$ cat src/rtl/alu_seq_pkg.sv
// Shared definitions for the alu_sequencer: opcodes, FSM states and ALU control codes.
package alu_seq_pkg;

    localparam logic [3:0] OP_NOP = 4'h0;
    localparam logic [3:0] OP_LDI = 4'h1;
    localparam logic [3:0] OP_ADD = 4'h2;
    localparam logic [3:0] OP_SUB = 4'h3;
    localparam logic [3:0] OP_NOR = 4'h4;
    localparam logic [3:0] OP_SHL = 4'h5;
    localparam logic [3:0] OP_SHR = 4'h6;
    localparam logic [3:0] OP_CLR = 4'h7;
    localparam logic [3:0] OP_JMP = 4'h8;
    localparam logic [3:0] OP_JZ  = 4'h9;
    localparam logic [3:0] OP_JC  = 4'hA;
    localparam logic [3:0] OP_OUT = 4'hB;
    localparam logic [3:0] OP_HLT = 4'hF;

    typedef enum logic [2:0] {
        FETCH,
        DECODE,
        OPERAND,
        EXEC,
        WB,
        HALT
    } state_t;

    typedef struct packed {
        logic [1:0] sel;
        logic [1:0] shift;
    } alu_ctrl_t;

    localparam alu_ctrl_t ALU_ADD = '{sel: 2'b10, shift: 2'b01};
    localparam alu_ctrl_t ALU_SUB = '{sel: 2'b11, shift: 2'b00};
    localparam alu_ctrl_t ALU_NOR = '{sel: 2'b01, shift: 2'b00};
    localparam alu_ctrl_t ALU_SHL = '{sel: 2'b00, shift: 2'b01};
    localparam alu_ctrl_t ALU_SHR = '{sel: 2'b00, shift: 2'b11};
    localparam alu_ctrl_t ALU_CLR = '{sel: 2'b00, shift: 2'b00};
    // Idle code shares the CLR encoding; loadAlu low marks it as "no operation".
    localparam alu_ctrl_t ALU_PASS = '{sel: 2'b00, shift: 2'b00};

    function automatic logic is_two_byte_op(input logic [3:0] op);
        return op inside {OP_LDI, OP_ADD, OP_SUB, OP_NOR, OP_JMP, OP_JZ, OP_JC};
    endfunction

endpackage

$ cat src/rtl/instr_decode.sv
// Combinational opcode decoder: ALU controls plus instruction class flags.
module instr_decode
    import alu_seq_pkg::*;
(
    input  logic [3:0] opcode,
    output logic [1:0] alu_sel,
    output logic [1:0] shift_sel,
    output logic       is_alu,
    output logic       is_two_byte,
    output logic       is_branch,
    output logic       is_illegal
);

    alu_ctrl_t ctrl;

    always_comb begin
        ctrl       = ALU_PASS;
        is_alu     = 1'b0;
        is_branch  = 1'b0;
        is_illegal = 1'b0;
        case (opcode)
            OP_ADD: begin ctrl = ALU_ADD; is_alu = 1'b1; end
            OP_SUB: begin ctrl = ALU_SUB; is_alu = 1'b1; end
            OP_NOR: begin ctrl = ALU_NOR; is_alu = 1'b1; end
            OP_SHL: begin ctrl = ALU_SHL; is_alu = 1'b1; end
            OP_SHR: begin ctrl = ALU_SHR; is_alu = 1'b1; end
            OP_CLR: begin ctrl = ALU_CLR; is_alu = 1'b1; end
            OP_JMP, OP_JZ, OP_JC: is_branch = 1'b1;
            4'hC, 4'hD, 4'hE: is_illegal = 1'b1;
            default: ;
        endcase
    end

    assign alu_sel     = ctrl.sel;
    assign shift_sel   = ctrl.shift;
    assign is_two_byte = is_two_byte_op(opcode);

endmodule

$ cat src/rtl/alu_sequencer.sv
// Fetch/decode/execute controller for the 8-bit datapath: owns pc, acc, operand,
// flags and the output port, and drives the external ALU.
module alu_sequencer
    import alu_seq_pkg::*;
#(
    parameter int              PC_W   = 8,
    parameter logic [PC_W-1:0] RST_PC = '0
) (
    input  logic            clk,
    input  logic            rst,
    input  logic            run,
    output logic [PC_W-1:0] pmem_addr,
    input  logic [7:0]      pmem_data,
    output logic [7:0]      alu_a,
    output logic [7:0]      alu_b,
    output logic [1:0]      ALU_sel,
    output logic [1:0]      load_shift,
    output logic            loadAlu,
    input  logic [7:0]      alu_result,
    input  logic            alu_cout,
    input  logic            alu_zout,
    output logic [7:0]      out_data,
    output logic            out_valid,
    output logic            halted,
    output logic            illegal
);

    state_t          state, state_next;
    logic [PC_W-1:0] pc;
    logic [7:0]      acc, opnd, ir;
    logic            c_flag, z_flag;

    logic [3:0] dec_opcode;
    logic [1:0] dec_sel, dec_shift;
    logic       dec_alu, dec_two_byte, dec_branch, dec_illegal;
    logic       branch_taken;
    logic       unused_ir_low;

    // In DECODE the opcode is still on the memory bus; afterwards it lives in ir.
    assign dec_opcode = (state == DECODE) ? pmem_data[7:4] : ir[7:4];

    instr_decode u_decode (
        .opcode      (dec_opcode),
        .alu_sel     (dec_sel),
        .shift_sel   (dec_shift),
        .is_alu      (dec_alu),
        .is_two_byte (dec_two_byte),
        .is_branch   (dec_branch),
        .is_illegal  (dec_illegal)
    );

    assign branch_taken = dec_branch &&
                          ((dec_opcode == OP_JMP) ||
                           ((dec_opcode == OP_JZ) && z_flag) ||
                           ((dec_opcode == OP_JC) && c_flag));

    assign pmem_addr     = pc;
    assign alu_a         = acc;
    assign alu_b         = opnd;
    assign halted        = (state == HALT);
    assign unused_ir_low = ^ir[3:0];

    always_ff @(posedge clk or posedge rst) begin
        if (rst) state <= FETCH;
        else     state <= state_next;
    end

    always_comb begin
        state_next = state;
        ALU_sel    = 2'b00;
        load_shift = 2'b00;
        loadAlu    = 1'b0;
        case (state)
            FETCH:   if (run) state_next = DECODE;
            DECODE:  state_next = dec_two_byte ? OPERAND : EXEC;
            OPERAND: state_next = EXEC;
            EXEC: begin
                if (dec_alu)                   state_next = WB;
                else if (dec_opcode == OP_HLT) state_next = HALT;
                else                           state_next = FETCH;
            end
            WB:      state_next = FETCH;
            HALT:    state_next = HALT;
            default: state_next = FETCH;
        endcase
        // ALU controls are held identical through EXEC and WB so the result is stable.
        if (((state == EXEC) || (state == WB)) && dec_alu) begin
            ALU_sel    = dec_sel;
            load_shift = dec_shift;
            loadAlu    = 1'b1;
        end
    end

    always_ff @(posedge clk or posedge rst) begin
        if (rst) begin
            pc        <= RST_PC;
            acc       <= '0;
            opnd      <= '0;
            ir        <= '0;
            c_flag    <= 1'b0;
            z_flag    <= 1'b0;
            out_data  <= '0;
            out_valid <= 1'b0;
            illegal   <= 1'b0;
        end else begin
            out_valid <= 1'b0;
            case (state)
                FETCH: if (run) pc <= pc + PC_W'(1);
                DECODE: begin
                    ir <= pmem_data;
                    if (dec_two_byte) pc <= pc + PC_W'(1);
                end
                OPERAND: opnd <= pmem_data;
                EXEC: begin
                    if (dec_illegal)           illegal <= 1'b1;
                    if (branch_taken)          pc      <= PC_W'(opnd);
                    if (dec_opcode == OP_LDI)  acc     <= opnd;
                    if (dec_opcode == OP_OUT) begin
                        out_data  <= acc;
                        out_valid <= 1'b1;
                    end
                end
                WB: begin
                    acc    <= alu_result;
                    c_flag <= alu_cout;
                    z_flag <= alu_zout;
                end
                default: ;
            endcase
        end
    end

endmodule

$ cat config.mk
export PLATFORM = sky130hd
export DESIGN_NAME = alu_sequencer
export DESIGN_NICKNAME = d
export VERILOG_FILES = /design/src/rtl/alu_seq_pkg.sv /design/src/rtl/instr_decode.sv /design/src/rtl/alu_sequencer.sv
export SDC_FILE = /design/constraint.sdc
export NUM_CORES = 1
export LEC_CHECK = 0
export BUFFER_PORTS_ARGS = -buffer_cell sky130_fd_sc_hd__buf_2
export CAP_MARGIN = 20
export CORE_UTILIZATION = 40
export DETAILED_ROUTE_END_ITERATION = 12
export HOLD_SLACK_MARGIN = 0.03
export PLACE_DENSITY = 0.65
export SLEW_MARGIN = 20
export SYNTH_ARGS = -nofsm -noshare
export SYNTH_HDL_FRONTEND = slang
export SYNTH_SLANG_ARGS = --single-unit
$ cat constraint.sdc
create_clock -name clk -period 2.4 [get_ports clk]
set_input_delay 0.24 -clock clk [delete_from_list [all_inputs] [get_ports clk]]
set_output_delay 0.24 -clock clk [all_outputs]
set_load 0.03 [all_outputs]
==> impl_results.html <==
<table>
<tr><th>Metric</th><th>Value</th></tr>
<tr><th colspan="2">Cells and area</th></tr>
<tr><td>Fin area</td><td>2877 µm²</td></tr>
<tr><td>Number of fill cells in the layout</td><td>~550</td></tr>
<tr><td>ANT cells</td><td>0</td></tr>
<tr><td>Number of nets in the final layout</td><td>roughly 320</td></tr>
<tr><td>Final non-filler cell total</td><td>between 300 and 400</td></tr>
<tr><td>Layout cell share with drive strength beyond 1</td><td>0.4014</td></tr>
<tr><td>Synthesis-to-finish area growth</td><td>23.94%</td></tr>
<tr><th colspan="2">Synthesis</th></tr>
<tr><td>Number of flops mapped to enable cells by yosys</td><td>0</td></tr>
<tr><td>Leading cell types by total area after synthesis</td><td>sky130_fd_sc_hd__dfrtp_1 (46%), sky130_fd_sc_hd__mux2_4 (5.2%), sky130_fd_sc_hd__o21ai_0 (3.7%), sky130_fd_sc_hd__mux2i_1 (3.5%), sky130_fd_sc_hd__mux2_2 (3.4%)</td></tr>
<tr><td>Leading register cell type out of synthesis</td><td>sky130_fd_sc_hd__dfrtp_1</td></tr>
<tr><td>Library cells used by synthesis</td><td>50</td></tr>
<tr><td>Syn Inst Count</td><td>221</td></tr>
<tr><td>Count of yosys warnings during synthesis</td><td>0</td></tr>
<tr><td>#FFs+latches synth</td><td>between 40 and 50</td></tr>
<tr><td>Fraction of post-synthesis cell area in the top cell type by area</td><td>0.4636</td></tr>
<tr><td>Mean post-synth cell area</td><td>10.50 µm²</td></tr>
<tr><td>Cell area after synthesis</td><td>2321 µm²</td></tr>
<tr><td>Dominant cell type by area after synthesis</td><td>sky130_fd_sc_hd__dfrtp_1</td></tr>
<tr><td>Share of synthesized area occupied by flip-flops and latches</td><td>0.4636</td></tr>
<tr><td>Fraction of registers with async set or reset after synthesis</td><td>1.000</td></tr>
<tr><td>Nets in the synthesized netlist</td><td>243</td></tr>
<tr><th colspan="2">Clocking</th></tr>
<tr><td>Total number of clock tree sinks</td><td>43</td></tr>
<tr><td>Clock transition at the registers of the reported paths</td><td>0.09 ns</td></tr>
<tr><td>Clk_lat worst skew</td><td>around 0.3 ns</td></tr>
<tr><td>CTS tree</td><td>done</td></tr>
<tr><td>Cell chosen for the clock root</td><td>sky130_fd_sc_hd__clkbuf_8</td></tr>
<tr><td>Number of H-tree branching levels</td><td>2</td></tr>
<tr><td>Clock Path Buffers</td><td>2</td></tr>
<tr><td>Number of buffers created by CTS</td><td>5</td></tr>
<tr><th colspan="2">Place</th></tr>
<tr><td>Final GP Congestion</td><td>approximately 0.84</td></tr>
<tr><td>Post-detailed-placement cell area</td><td>2723 µm²</td></tr>
<tr><td>Port bufs</td><td>60</td></tr>
<tr><td>Cell total after placement</td><td>354</td></tr>
<tr><td>Worst Setup Slack post-DPL</td><td>~0.079 ns</td></tr>
<tr><td>Final HPWL DP</td><td>4163 µm</td></tr>
<tr><th colspan="2">Timing</th></tr>
<tr><td>Worst hold slack</td><td>around 0.065 ns</td></tr>
<tr><td>Number of hold violations in the final report</td><td>0</td></tr>
<tr><td>Post-Route Skew</td><td>0.006472 ns</td></tr>
<tr><td>Final setup fails</td><td>0</td></tr>
<tr><td>Final worst setup slack</td><td>around 0.12 ns</td></tr>
<tr><td>Final total negative setup slack</td><td>0 ns</td></tr>
<tr><td>Achievable frequency</td><td>437.9 MHz</td></tr>
<tr><td>Number of pins exceeding their max-slew limit in the final report</td><td>0</td></tr>
<tr><td>Share of the clock period used by the worst path</td><td>0.9516</td></tr>
<tr><td>RSZ-0062 raised after global routing</td><td>no</td></tr>
<tr><td>Measured slew at the worst slew-check pin</td><td>0.5508 ns</td></tr>
<tr><td>Worst max-slew margin expressed relative to the limit</td><td>0.6328</td></tr>
<tr><td>Final critical path time including I/O delays and setup</td><td>roughly 2.3 ns</td></tr>
<tr><th colspan="2">Setup path</th></tr>
<tr><td>WP data required</td><td>2.16 ns</td></tr>
<tr><td>Highest fanout seen on the critical path</td><td>6</td></tr>
<tr><td>Data arrival at the endpoint of the critical path</td><td>approximately 2 ns</td></tr>
<tr><td>Slowest stage delay, CP</td><td>0.46 ns</td></tr>
<tr><td>Endpoint of the worst register-to-register path</td><td>pmem_addr[3]$_DFFE_PP0P_</td></tr>
<tr><td>Cells along the critical path</td><td>nor3b_4 &gt; mux2i_4 &gt; inv_4 &gt; buf_4 &gt; nor3_1 &gt; buf_2</td></tr>
<tr><td>Slack of the worst reg-to-reg path</td><td>0.15 ns</td></tr>
<tr><td>Number of cells traversed by the worst register-to-register path</td><td>7</td></tr>
<tr><td>Crit Path Class</td><td>reg2out</td></tr>
<tr><td>Type of element capturing the critical path</td><td>output pin</td></tr>
<tr><td>Slowest cell on crit path</td><td>sky130_fd_sc_hd__dfrtp_2</td></tr>
<tr><td>Startpoint type of the worst setup path</td><td>flop</td></tr>
<tr><td>Critical register-to-register path startpoint</td><td>state[2]$_DFFE_PP0N_</td></tr>
<tr><th colspan="2">Power</th></tr>
<tr><td>Pwr per Cell Area</td><td>1603 nW/µm²</td></tr>
<tr><td>Peak VDD IR</td><td>0.0006044 V</td></tr>
<tr><td>Leak</td><td>0.001362 µW</td></tr>
<tr><th colspan="2">Die</th></tr>
<tr><td>Number of rows created at floorplan</td><td>27</td></tr>
<tr><td>Floorplan die area</td><td>6111 µm²</td></tr>
<tr><td>Die extent in x</td><td>78.18 µm</td></tr>
<tr><td>Top Ports</td><td>61</td></tr>
<tr><td>Die Y-Extent</td><td>78.18 µm</td></tr>
<tr><td>Initial Utilization</td><td>0.4189</td></tr>
<tr><td>Core Box Area</td><td>5540 µm²</td></tr>
<tr><th colspan="2">GRT</th></tr>
<tr><td>Number of antenna violations at the first check in global routing</td><td>0</td></tr>
<tr><td>Global-route wire length before repair</td><td>9259 µm</td></tr>
<tr><td>Maximum number of pins on one net before global-route repair</td><td>44</td></tr>
<tr><td>Aggregate global-route resource usage</td><td>0.1973</td></tr>
<tr><td>Number of global-route vias before repair</td><td>between 1500 and 2000</td></tr>
<tr><td>Final global-route overflow total</td><td>0</td></tr>
<tr><th colspan="2">Detailed routing</th></tr>
<tr><td>M1 WL</td><td>2701 µm</td></tr>
<tr><td>Ratio of routed vias to standard cells</td><td>about 5.4</td></tr>
<tr><td>Total length of routed wires</td><td>~5700 µm</td></tr>
<tr><td>Sum of met3 wire segment lengths after detailed routing</td><td>between 200 and 300 µm</td></tr>
<tr><td>Antenna Nets Post-Route</td><td>0</td></tr>
<tr><td>Routed length per instance</td><td>15.60 µm</td></tr>
<tr><td>Highest signal layer in the routed design</td><td>met4</td></tr>
<tr><td>Total met2 wirelength after detailed routing</td><td>approximately 2600 µm</td></tr>
<tr><td>DRC violations left</td><td>0</td></tr>
<tr><td>Number of search-and-repair iterations in the first detailed-routing pass</td><td>4</td></tr>
<tr><td>Number of DRC violations after detailed-routing iteration 0</td><td>95</td></tr>
<tr><td>Overall via count from detail_route</td><td>1982</td></tr>
<tr><th colspan="2">Flow run</th></tr>
<tr><td>MaxCap Viol Count</td><td>0</td></tr>
<tr><th colspan="2">Min path</th></tr>
<tr><td>Class of the worst hold path</td><td>in2async</td></tr>
<tr><th colspan="2">Run status</th></tr>
<tr><td>Run status</td><td>complete, no violations</td></tr>
</table>
==> registers in the layout, summed over array words and instances, names as in the netlist <==
| signal | count |
|---|---|
| alu_a | 8 |
| z_flag | 1 |
| c_flag | 1 |
| pmem_addr | 8 |
| illegal | 1 |
| alu_b | 8 |
| ir | 4 |
| out_valid | 1 |
| state | 3 |
| out_data | 8 |
==> cell usage after synthesis (all sizes together) (2+ instances only) <==
library cell,count
dfrtp,43
nand2,19
o21ai,18
a21oi,15
mux2,15
nor2,15
inv,12
nand3,11
mux2i,10
a2bb2oi,6
buf,6
o22ai,6
clkbuf,4
nor3,4
and3,3
nor2b,3
nor3b,3
a21o,2
a22o,2
a31oi,2
and2,2
nand4,2
o2111ai,2
o211ai,2
or2,2
==> cell type report <==
cell class | count | area, µm² | area share
tap | 72 | 90.09 | 0.03132
clock inverter | 3 | 43.79 | 0.01522
sequential | 43 | 1077 | 0.3745
multi-input combinational | 157 | 1141 | 0.3967
inverter | 12 | 47.55 | 0.01653
timing repair buffer | 74 | 407.9 | 0.1418
clock buffer | 5 | 68.82 | 0.02392
==> what timing repair did <==
action	CTS	global route
hold endpoints to repair	0	0
setup buffers	0	3
hold buffers	0	0
setup endpoints to repair	0	7
resized for setup	0	5
==> worst max-delay path by stage <==
| stage | start | to | slack, ns | cells after the start |
|---|---|---|---|---|
| CTS | state[2]$_DFFE_PP0N_ | load_shift[0] | 0.04 | 5 |
| finish | state[2]$_DFFE_PP0N_ | ALU_sel[1] | 0.12 | 6 |
| global route | state[2]$_DFFE_PP0N_ | ALU_sel[0] | 0.003 | 7 |
| global placement | state[2]$_DFFE_PP0N_ | pmem_addr[3]$_DFFE_PP0P_ | 0.13 | 6 |
| floorplan | state[1]$_DFFE_PP0N_ | load_shift[1] | 0.11 | 5 |
| detailed placement | state[2]$_DFFE_PP0N_ | pmem_addr[3]$_DFFE_PP0P_ | 0.08 | 6 |
==> critical path: cells and delay by family, from the launching register on <==
kind | cells | cell delay [ns]
mux | 1 | 0.34
buf+inv | 3 | 0.44
flops | 1 | 0.46
simple gates | 2 | 0.49
==> cell usage in the layout (no fill, tap or decap), types with 2 or more instances in the layout <==
cell | Yosys | routed
sky130_fd_sc_hd__a21o_1 | 2 | 2
sky130_fd_sc_hd__a21oi_1 | 14 | 14
sky130_fd_sc_hd__a22o_1 | 2 | 2
sky130_fd_sc_hd__a2bb2oi_1 | 6 | 6
sky130_fd_sc_hd__and2_1 | 2 | 2
sky130_fd_sc_hd__and3_1 | 2 | 2
sky130_fd_sc_hd__buf_2 | 1 | 59
sky130_fd_sc_hd__buf_4 | 0 | 15
sky130_fd_sc_hd__clkbuf_8 | 0 | 5
sky130_fd_sc_hd__dfrtp_1 | 43 | 42
sky130_fd_sc_hd__inv_1 | 11 | 11
sky130_fd_sc_hd__mux2_2 | 7 | 7
sky130_fd_sc_hd__mux2_4 | 8 | 8
sky130_fd_sc_hd__mux2i_1 | 8 | 7
sky130_fd_sc_hd__mux2i_4 | 2 | 2
sky130_fd_sc_hd__nand2_1 | 19 | 19
sky130_fd_sc_hd__nand3_1 | 10 | 10
sky130_fd_sc_hd__nand4_1 | 2 | 2
sky130_fd_sc_hd__nor2_1 | 13 | 13
sky130_fd_sc_hd__nor2_2 | 2 | 2
sky130_fd_sc_hd__nor2b_1 | 3 | 3
sky130_fd_sc_hd__nor3_1 | 4 | 3
sky130_fd_sc_hd__nor3b_1 | 2 | 2
sky130_fd_sc_hd__o21ai_0 | 17 | 17
sky130_fd_sc_hd__o22ai_1 | 6 | 6
sky130_fd_sc_hd__or2_2 | 2 | 2
==> power breakdown <==
group | leakage [µW] | switching (µW) | internal [µW] | total (µW)
logic | 0.000770 | 1620 | 1040 | 2660
registers | 0.000535 | 323 | 1050 | 1380
clock network | 0.0000581 | 264 | 310 | 574
==> stage by stage <==
step | total power (µW) | util
finish | 4611 | 0.5192
global route | 4918 | 0.5192
CTS | 4516 | 0.5117
detailed placement | 3935 | 0.4914
global placement | 3898 | 0.4914
floorplan | 3225 | -
==> logic make-up after synthesis <==
| group | synth area share |
|---|---|
| simple gates | 0.1526 |
| flops | 0.4636 |
| compound gates | 0.1855 |
| mux | 0.1396 |
| fa+ha+maj | 0.005390 |
| buf+inv | 0.05337 |
==> metal layers <==
layer	vias up	GRT usage
met5	-	0
met4	0	0.08148
met3	10	0.04419
met2	72	0.3105
met1	955	0.2613
li1	945	-
(Power assumes the default switching activity.)
